<file path="config.mk">
export PLATFORM = sky130hd
export DESIGN_NAME = pe_8_elem
export DESIGN_NICKNAME = d
export VERILOG_FILES = /design/src/rtl/pe_pkg.sv /design/src/rtl/pe_dot8.sv /design/src/rtl/pe_8_elem.sv
export SDC_FILE = /design/constraint.sdc
export NUM_CORES = 2
export LEC_CHECK = 0
export ABC_AREA = 1
export CAP_MARGIN = 10
export CELL_PAD_IN_SITES_DETAIL_PLACEMENT = 1
export CELL_PAD_IN_SITES_GLOBAL_PLACEMENT = 1
export CORE_MARGIN = 10
export CORE_UTILIZATION = 47
export DETAILED_ROUTE_END_ITERATION = 16
export PLACE_DENSITY_LB_ADDON = 0.12
export SLEW_MARGIN = 20
export SYNTH_ARGS = -nofsm -noshare
export SYNTH_HDL_FRONTEND = slang
export SYNTH_HIERARCHICAL = 1
export SYNTH_SLANG_ARGS = --single-unit
</file>
<file path="constraint.sdc">
create_clock -name clk -period 6.6 [get_ports clk]
set_input_delay 0.66 -clock clk [delete_from_list [all_inputs] [get_ports clk]]
set_output_delay 0.66 -clock clk [all_outputs]
set_load 0.02 [all_outputs]
</file>
<file path="src/rtl/pe_pkg.sv">
// Shared widths for the int8 multiply-accumulate processing element.
package pe_pkg;
    localparam int ELE_BITS  = 8;
    localparam int OUT_BITS  = 32;
    localparam int PROD_BITS = 2 * ELE_BITS;
    localparam int DOT_BITS  = PROD_BITS + 3;
    localparam int PE_LANES  = 8;
endpackage

</file>
<file path="src/rtl/pe_dot8.sv">
// Eight registered signed lane multipliers followed by a balanced adder tree.
// The dot product is combinational from the product registers.
module pe_dot8
    import pe_pkg::*;
#(
    parameter int ELE_BITS = pe_pkg::ELE_BITS
) (
    input  logic                           clk_i,
    input  logic                           rst_ni,
    input  logic [PE_LANES*ELE_BITS-1:0]   act_i,
    input  logic [PE_LANES*ELE_BITS-1:0]   ker_i,
    output logic signed [2*ELE_BITS+2:0]   dot_o
);
    localparam int PROD_W = 2 * ELE_BITS;
    localparam int DOT_W  = PROD_W + 3;

    logic signed [PROD_W-1:0] prod_q [PE_LANES];
    logic signed [PROD_W:0]   sum1   [4];
    logic signed [PROD_W+1:0] sum2   [2];

    always_ff @(posedge clk_i or negedge rst_ni) begin
        if (!rst_ni) begin
            for (int i = 0; i < PE_LANES; i++) prod_q[i] <= '0;
        end else begin
            for (int i = 0; i < PE_LANES; i++) begin
                prod_q[i] <= PROD_W'($signed(act_i[i*ELE_BITS +: ELE_BITS]))
                           * PROD_W'($signed(ker_i[i*ELE_BITS +: ELE_BITS]));
            end
        end
    end

    // Each tree level grows by one bit so no intermediate sum can overflow.
    always_comb begin
        for (int i = 0; i < 4; i++) begin
            sum1[i] = (PROD_W+1)'(prod_q[2*i]) + (PROD_W+1)'(prod_q[2*i+1]);
        end
        for (int i = 0; i < 2; i++) begin
            sum2[i] = (PROD_W+2)'(sum1[2*i]) + (PROD_W+2)'(sum1[2*i+1]);
        end
    end

    assign dot_o = DOT_W'(sum2[0]) + DOT_W'(sum2[1]);
endmodule

</file>
<file path="src/rtl/pe_8_elem.sv">
// Eight-lane signed MAC processing element: multiply stage, then reduce and
// accumulate over a kernel window, publishing the window sum on the final beat.
module pe_8_elem
    import pe_pkg::*;
#(
    parameter int ELE_BITS = pe_pkg::ELE_BITS,
    parameter int OUT_BITS = pe_pkg::OUT_BITS
) (
    input  logic                clk,
    input  logic                reset,
    input  logic [ELE_BITS-1:0] act_0,
    input  logic [ELE_BITS-1:0] act_1,
    input  logic [ELE_BITS-1:0] act_2,
    input  logic [ELE_BITS-1:0] act_3,
    input  logic [ELE_BITS-1:0] act_4,
    input  logic [ELE_BITS-1:0] act_5,
    input  logic [ELE_BITS-1:0] act_6,
    input  logic [ELE_BITS-1:0] act_7,
    input  logic [ELE_BITS-1:0] ker_0,
    input  logic [ELE_BITS-1:0] ker_1,
    input  logic [ELE_BITS-1:0] ker_2,
    input  logic [ELE_BITS-1:0] ker_3,
    input  logic [ELE_BITS-1:0] ker_4,
    input  logic [ELE_BITS-1:0] ker_5,
    input  logic [ELE_BITS-1:0] ker_6,
    input  logic [ELE_BITS-1:0] ker_7,
    input  logic                valid_in,
    input  logic                final_in,
    output logic                valid_out,
    output logic [OUT_BITS-1:0] out_sum
);
    localparam int DOT_W = 2 * ELE_BITS + 3;

    // valid_in qualifies a beat; there is no ready, so every valid beat is
    // consumed in the cycle it is presented. final_in counts only with valid_in.
    logic [PE_LANES*ELE_BITS-1:0] act_flat;
    logic [PE_LANES*ELE_BITS-1:0] ker_flat;
    logic signed [DOT_W-1:0]      dot;
    logic [OUT_BITS-1:0]          dot_ext;

    logic                valid_q;
    logic                final_q;
    logic [OUT_BITS-1:0] acc_q,  acc_d;
    logic [OUT_BITS-1:0] out_q,  out_d;
    logic                vout_q, vout_d;

    assign act_flat = {act_7, act_6, act_5, act_4, act_3, act_2, act_1, act_0};
    assign ker_flat = {ker_7, ker_6, ker_5, ker_4, ker_3, ker_2, ker_1, ker_0};

    pe_dot8 #(
        .ELE_BITS (ELE_BITS)
    ) u_dot8 (
        .clk_i  (clk),
        .rst_ni (reset),
        .act_i  (act_flat),
        .ker_i  (ker_flat),
        .dot_o  (dot)
    );

    assign dot_ext = OUT_BITS'(dot);

    always_comb begin
        acc_d  = acc_q;
        out_d  = out_q;
        vout_d = 1'b0;
        if (valid_q) begin
            if (final_q) begin
                out_d  = acc_q + dot_ext;
                acc_d  = '0;
                vout_d = 1'b1;
            end else begin
                acc_d  = acc_q + dot_ext;
            end
        end
    end

    always_ff @(posedge clk or negedge reset) begin
        if (!reset) begin
            valid_q <= 1'b0;
            final_q <= 1'b0;
            acc_q   <= '0;
            out_q   <= '0;
            vout_q  <= 1'b0;
        end else begin
            valid_q <= valid_in;
            final_q <= valid_in & final_in;
            acc_q   <= acc_d;
            out_q   <= out_d;
            vout_q  <= vout_d;
        end
    end

    assign out_sum   = out_q;
    assign valid_out = vout_q;
endmodule

</file>
=== Yosys cells after proc, flatten, opt, wreduce, memory -nomap -nowiden ===
Cells that the tools add are included.
Widths: inputs -> output; s select.

* Reduce and logical (&&, ||, !) cells: 1
* Bitwise logic cells: 1
* Multiply operators: 8
* $add $sub $neg: 8
* Mux-type cells: 3

{| class="wikitable"
|+ Operator list
! cell !! number
|-
| $mul 8x8->16 || 8
|-
| $add 16x16->17 || 4
|-
| $add 17x17->18 || 2
|-
| $add 32x32->32 || 1
|-
| $mux 32 || 1
|-
| $add 18x18->19 || 1
|-
| $mux 1 || 2
|-
| $reduce_and 2->1 || 1
|-
| $and 1x1->1 || 1
|}

* Bits in registers: 195
* Word-level logic and storage cells: 34
* Bits of input ports: 132
* Output and inout bits: 33

=== Depth between registers and ports, before layout ===
* Depth in word-level cells: 5
* Mapped depth: 30
* Depth with buffers taken out: 30

=== By module ===
The synthesis kept the hierarchy.

{| class="wikitable"
|+ Modules (own cells, without submodules)
! module !! sequential area each (um^2) !! area an instance (um^2) !! cells an instance !! times used
|-
| pe_dot8 || 3203.1 || 28594.9 || 3697 || 1
|-
| pe_8_elem || 1676.6 || 4787.1 || 737 || 1
|}

=== Least setup slack after synthesis ===
No wires, ideal clock.

* Path type: reg-to-reg
* Start point: register u_dot8/prod_q[50] (netlist name)
* End point: register acc_q[27]
* Arrival time: 5.045 ns
* Cell stages (with the launch flop): 29
* Setup time: 0.118 ns
* Path buffers: 0
* Path slack: 1.438 ns
* Path through: dfrtp_1 inv_1 fa_1 inv_1 fa_1 fa_1 inv_1 fa_1 inv_1 ha_1 fa_1 nand3_1 nand2_1 nand2_1 nand2_2 nand2_1 nand2_1 nand2_1 nand2_1 ha_1 nand2_1 nor2_1 inv_1 nor3_1 nand2_1 nand2_1 nand2_1 nand3_1 nand2_1

* Word-level cells in the longest chain between the ends: 5

{| class="wikitable"
|+ RTL lines
! what !! RTL line !! source
|-
| start: declaration || pe_dot8.sv:17 || <nowiki>logic signed [PROD_W-1:0] prod_q [PE_LANES];</nowiki>
|-
| start signal: indexed assignment || pe_dot8.sv:26 || <nowiki>prod_q[i] <= PROD_W'($signed(act_i[i*ELE_BITS +: ELE_BITS]))</nowiki>
|-
| $add 16x16->17 || pe_dot8.sv:35 || <nowiki>sum1[i] = (PROD_W+1)'(prod_q[2*i]) + (PROD_W+1)'(prod_q[2*i+1]);</nowiki>
|-
| $add 17x17->18 || pe_dot8.sv:38 || <nowiki>sum2[i] = (PROD_W+2)'(sum1[2*i]) + (PROD_W+2)'(sum1[2*i+1]);</nowiki>
|-
| $add 18x18->19 || pe_dot8.sv:42 || <nowiki>assign dot_o = DOT_W'(sum2[0]) + DOT_W'(sum2[1]);</nowiki>
|-
| via dot[18] || pe_8_elem.sv:38 || <nowiki>logic signed [DOT_W-1:0] dot;</nowiki>
|-
| $add 32x32->32 || pe_8_elem.sv:72 || <nowiki>acc_d = acc_q + dot_ext;</nowiki>
|-
| $mux 32 || pe_8_elem.sv:67 || <nowiki>if (final_q) begin</nowiki>
|-
| end signal: assignment || pe_8_elem.sv:81 || <nowiki>acc_q <= '0;</nowiki>
|-
| end signal: assignment || pe_8_elem.sv:87 || <nowiki>acc_q <= acc_d;</nowiki>
|-
| end: declaration || pe_8_elem.sv:43 || <nowiki>logic [OUT_BITS-1:0] acc_q, acc_d;</nowiki>
|}

The timed path passes the listed nets, and every way through them passes these cells.
A chain may end at the register's enable or synchronous reset.

=== Worst setup path after layout ===
* Start point: register u_dot8/prod_q[66] (netlist name)
* End point: register out_q[27] (netlist: out_sum[27])

* Word-level cells in the longest chain between the ends: 4

{| class="wikitable"
|+ RTL lines
! what !! RTL line !! source
|-
| $add 16x16->17 || pe_dot8.sv:35 ||
|-
| $add 17x17->18 || pe_dot8.sv:38 ||
|-
| $add 18x18->19 || pe_dot8.sv:42 ||
|-
| via dot[18] || pe_8_elem.sv:38 ||
|-
| $add 32x32->32 || pe_8_elem.sv:68 || <nowiki>out_d = acc_q + dot_ext;</nowiki>
|-
| end signal: assignment || pe_8_elem.sv:88 || <nowiki>out_q <= out_d;</nowiki>
|-
| end: declaration || pe_8_elem.sv:44 || <nowiki>logic [OUT_BITS-1:0] out_q, out_d;</nowiki>
|}

The timed path passes the listed nets, and every way through them passes these cells.

==> results.md <==
- Critical Path Sink Type: register
- Clock Latency Late Sink: 0.50 ns
- Flops & latches, synth: 195
- Mean Syn Cell Area: 7.53 µm²
- Worst path arrival time: 6.35 ns
- Max frequency: 167 MHz
- Crit share post-route: 90.6%
- Setup TNS: 0 ns
- DRT met1 WL: 38,000 µm
- Outcome: completed
- Core footprint: 0.0703 mm²
- Tot GR Track Use: 22.6%
- Initial DRC count: 1,056
- Asr flop ratio synth: 100%
- CP max FO: 14
- Die area: 0.0821 mm²
- Vias in the first global route: 29,400
- WL met3: 2180 µm
- Die Wd: 287 µm
- Worst path max stage delay: 0.61 ns
- Post-CTS sizing: 0
- Final GP Congestion: 0.854
- Area Growth Syn to Fin: 8.98%
- Top post-synthesis cells by area: fa_1 32%, inv_1 16%, dfrtp_1 15%
- Clock transition at path regs: 0.10 ns
- PortBufs: 164
- R2R Setup Slk: 0.62 ns
- Layout cell share with drive strength beyond 1: 1.89%
- Antenna violation net count after detailed routing: 0
- Post-route cell area: 0.0364 mm²
- DR WL met2: 46,000 µm
- Crit-path slowest cell: ha_1
- # hold bufs at CTS: 0
- Routed via count: 26,000
- Synthesized area: 0.0334 mm²
- Total grt overflow: 0
- Top cell type by total area after synthesis: fa_1
- Post-Route WL: 88,400 µm
- Hold Slack: 0.0775 ns
- HP Class: input pin to asynchronous set/reset pin
- Top_reg_cell synth: dfrtp_1
- Cell Rows: 97
- Post-route DRC: 0
- Share of the synthesized area in the top cell type: 32.4%
- Htree depth: 4
- Final #Nets: 5,442
- Category of the most critical setup path: register to register
- Clock Path Buffers: 2
- CTS Buf Count: 17
- Final hold viol count: 0
- Initial Utilization: 47.5%
- Synthesized Nets: 5,388
- Cell count after synthesis: 4,434
- CP dominant cell by count: nand2_1
- Yosys cell types: 34
- Vias per inst: 4.78
- Max Cap Viol: 0
- Routed wire per std cell: 16.2 µm
- Synth top cells by count: 1,434 x inv_1, 1,138 x nand2_1, 540 x fa_1
- Fillers: 8,794
- HPWL Detailed: 76,800 µm
- Most numerous cell in the Yosys netlist: inv_1
- I/O pin count: 165
- Startpoint types: register
- DRT Pass-1 Iters: 5
- Pin count of the biggest net entering global routing: 120
- DP Area: 0.0357 mm²
- Clock sink count: 195
- CTS tree: done
- Sequential share of the synthesized area: 14.6%
- Endpoints failing setup: 0
- Synthesis warning total: 6
- Post-synth EDFFs: 0
- Slew Viols, Final: 0
- Post-CTS setup buffer count: 0
- RSZ-0062 raised after global routing: false
- Root Buffer: clkbuf_16
- Clock Skew: 0.0272 ns
- Pin slew with the least headroom to its limit: 0.987 ns
- Number of antenna violations at the first check in global routing: 2
- Tmin final: 5.98 ns
- Req. time, crit path: 6.97 ns
- Slew HR: 34.2%
- Uppermost layer routed: met4
- Die H: 287 µm
- First-pass GRT wire length: 150,000 µm
[metrics by stage]
step                setup WS (ns)  util, %  cells
floorplan                    1.44        -   4434
global placement            0.767     50.8   5408
detailed placement          0.628     50.8   5408
CTS                         0.597     51.7   5440
global route                0.182     51.8   5441
finish                      0.618     51.8   5444
[state kept, by name (all words and copies together) (netlist names)]
| signal | cells |
|---|---|
| acc_q | 32 |
| u_dot8/prod_q | 128 |
| valid_q | 1 |
| valid_out | 1 |
| final_q | 1 |
| out_sum | 32 |
[logic make-up after synthesis]
family                   synth area share [%]
buffers and inverters                    17.7
XOR/XNOR                                 2.83
AND/OR/NAND/NOR                          18.5
AO/OA/AOI/OAI                            3.42
adder cells (fa/ha/maj)                  43.0
flip-flops                               14.6
[worst max-delay path, delay by kind of cell (launching register included)]
kind	cells	cell delay [ns]
fa+ha+maj	7	3.28
buf+inv	5	0.30
flops	1	0.35
simple gates	16	1.91
[cell usage in the layout, fill, tap and decap left out, types with 15 or more instances in the layout]
master           netlist  layout
nand2_1             1138    1138
a21oi_1               89      89
fa_1                 540     540
o21bai_1              16      16
a21o_1                15      15
ha_1                 282     282
nand3_1              151     151
clkbuf_16              0      17
nand4_1               19      19
xnor2_1               50      50
clkdlybuf4s50_1        0     163
inv_1               1434    1434
dfrtp_1              195     195
nor2_1               178     178
xor2_1                58      58
o21ai_0               44      44
[layout make-up]
class | count | area, µm² | area share [%]
antenna | 3 | 7.51 | 0.0206
clock inverter | 15 | 203 | 0.557
clock buffer | 17 | 425 | 1.17
inverter | 1437 | 5390 | 14.8
timing repair buffer | 167 | 1690 | 4.64
multi-input combinational | 2670 | 22600 | 62.1
tap | 940 | 1180 | 3.23
sequential | 195 | 4880 | 13.4
[final timing paths]
path	from	endpoint	cells after the start
min reg2reg	out_sum[17]	out_sum[17]	2
min	reset	u_dot8/prod_q[17]	1
max reg2reg	u_dot8/prod_q[66]	out_sum[27]	28
max	u_dot8/prod_q[66]	out_sum[27]	28
max in group asynchronous	reset	u_dot8/prod_q[100]	3
min in group clk	out_sum[17]	out_sum[17]	2
[routing by layer]
metal	vias to the layer above	GRT usage [%]
li1	12600	-
met3	96	2.71
met2	275	40.9
met5	-	0
met1	13000	27.9
met4	0	6.24
Power is left out: the tool's default activity adds up to more than one toggle a clock period on the data nets, which glitch-free logic cannot reach.
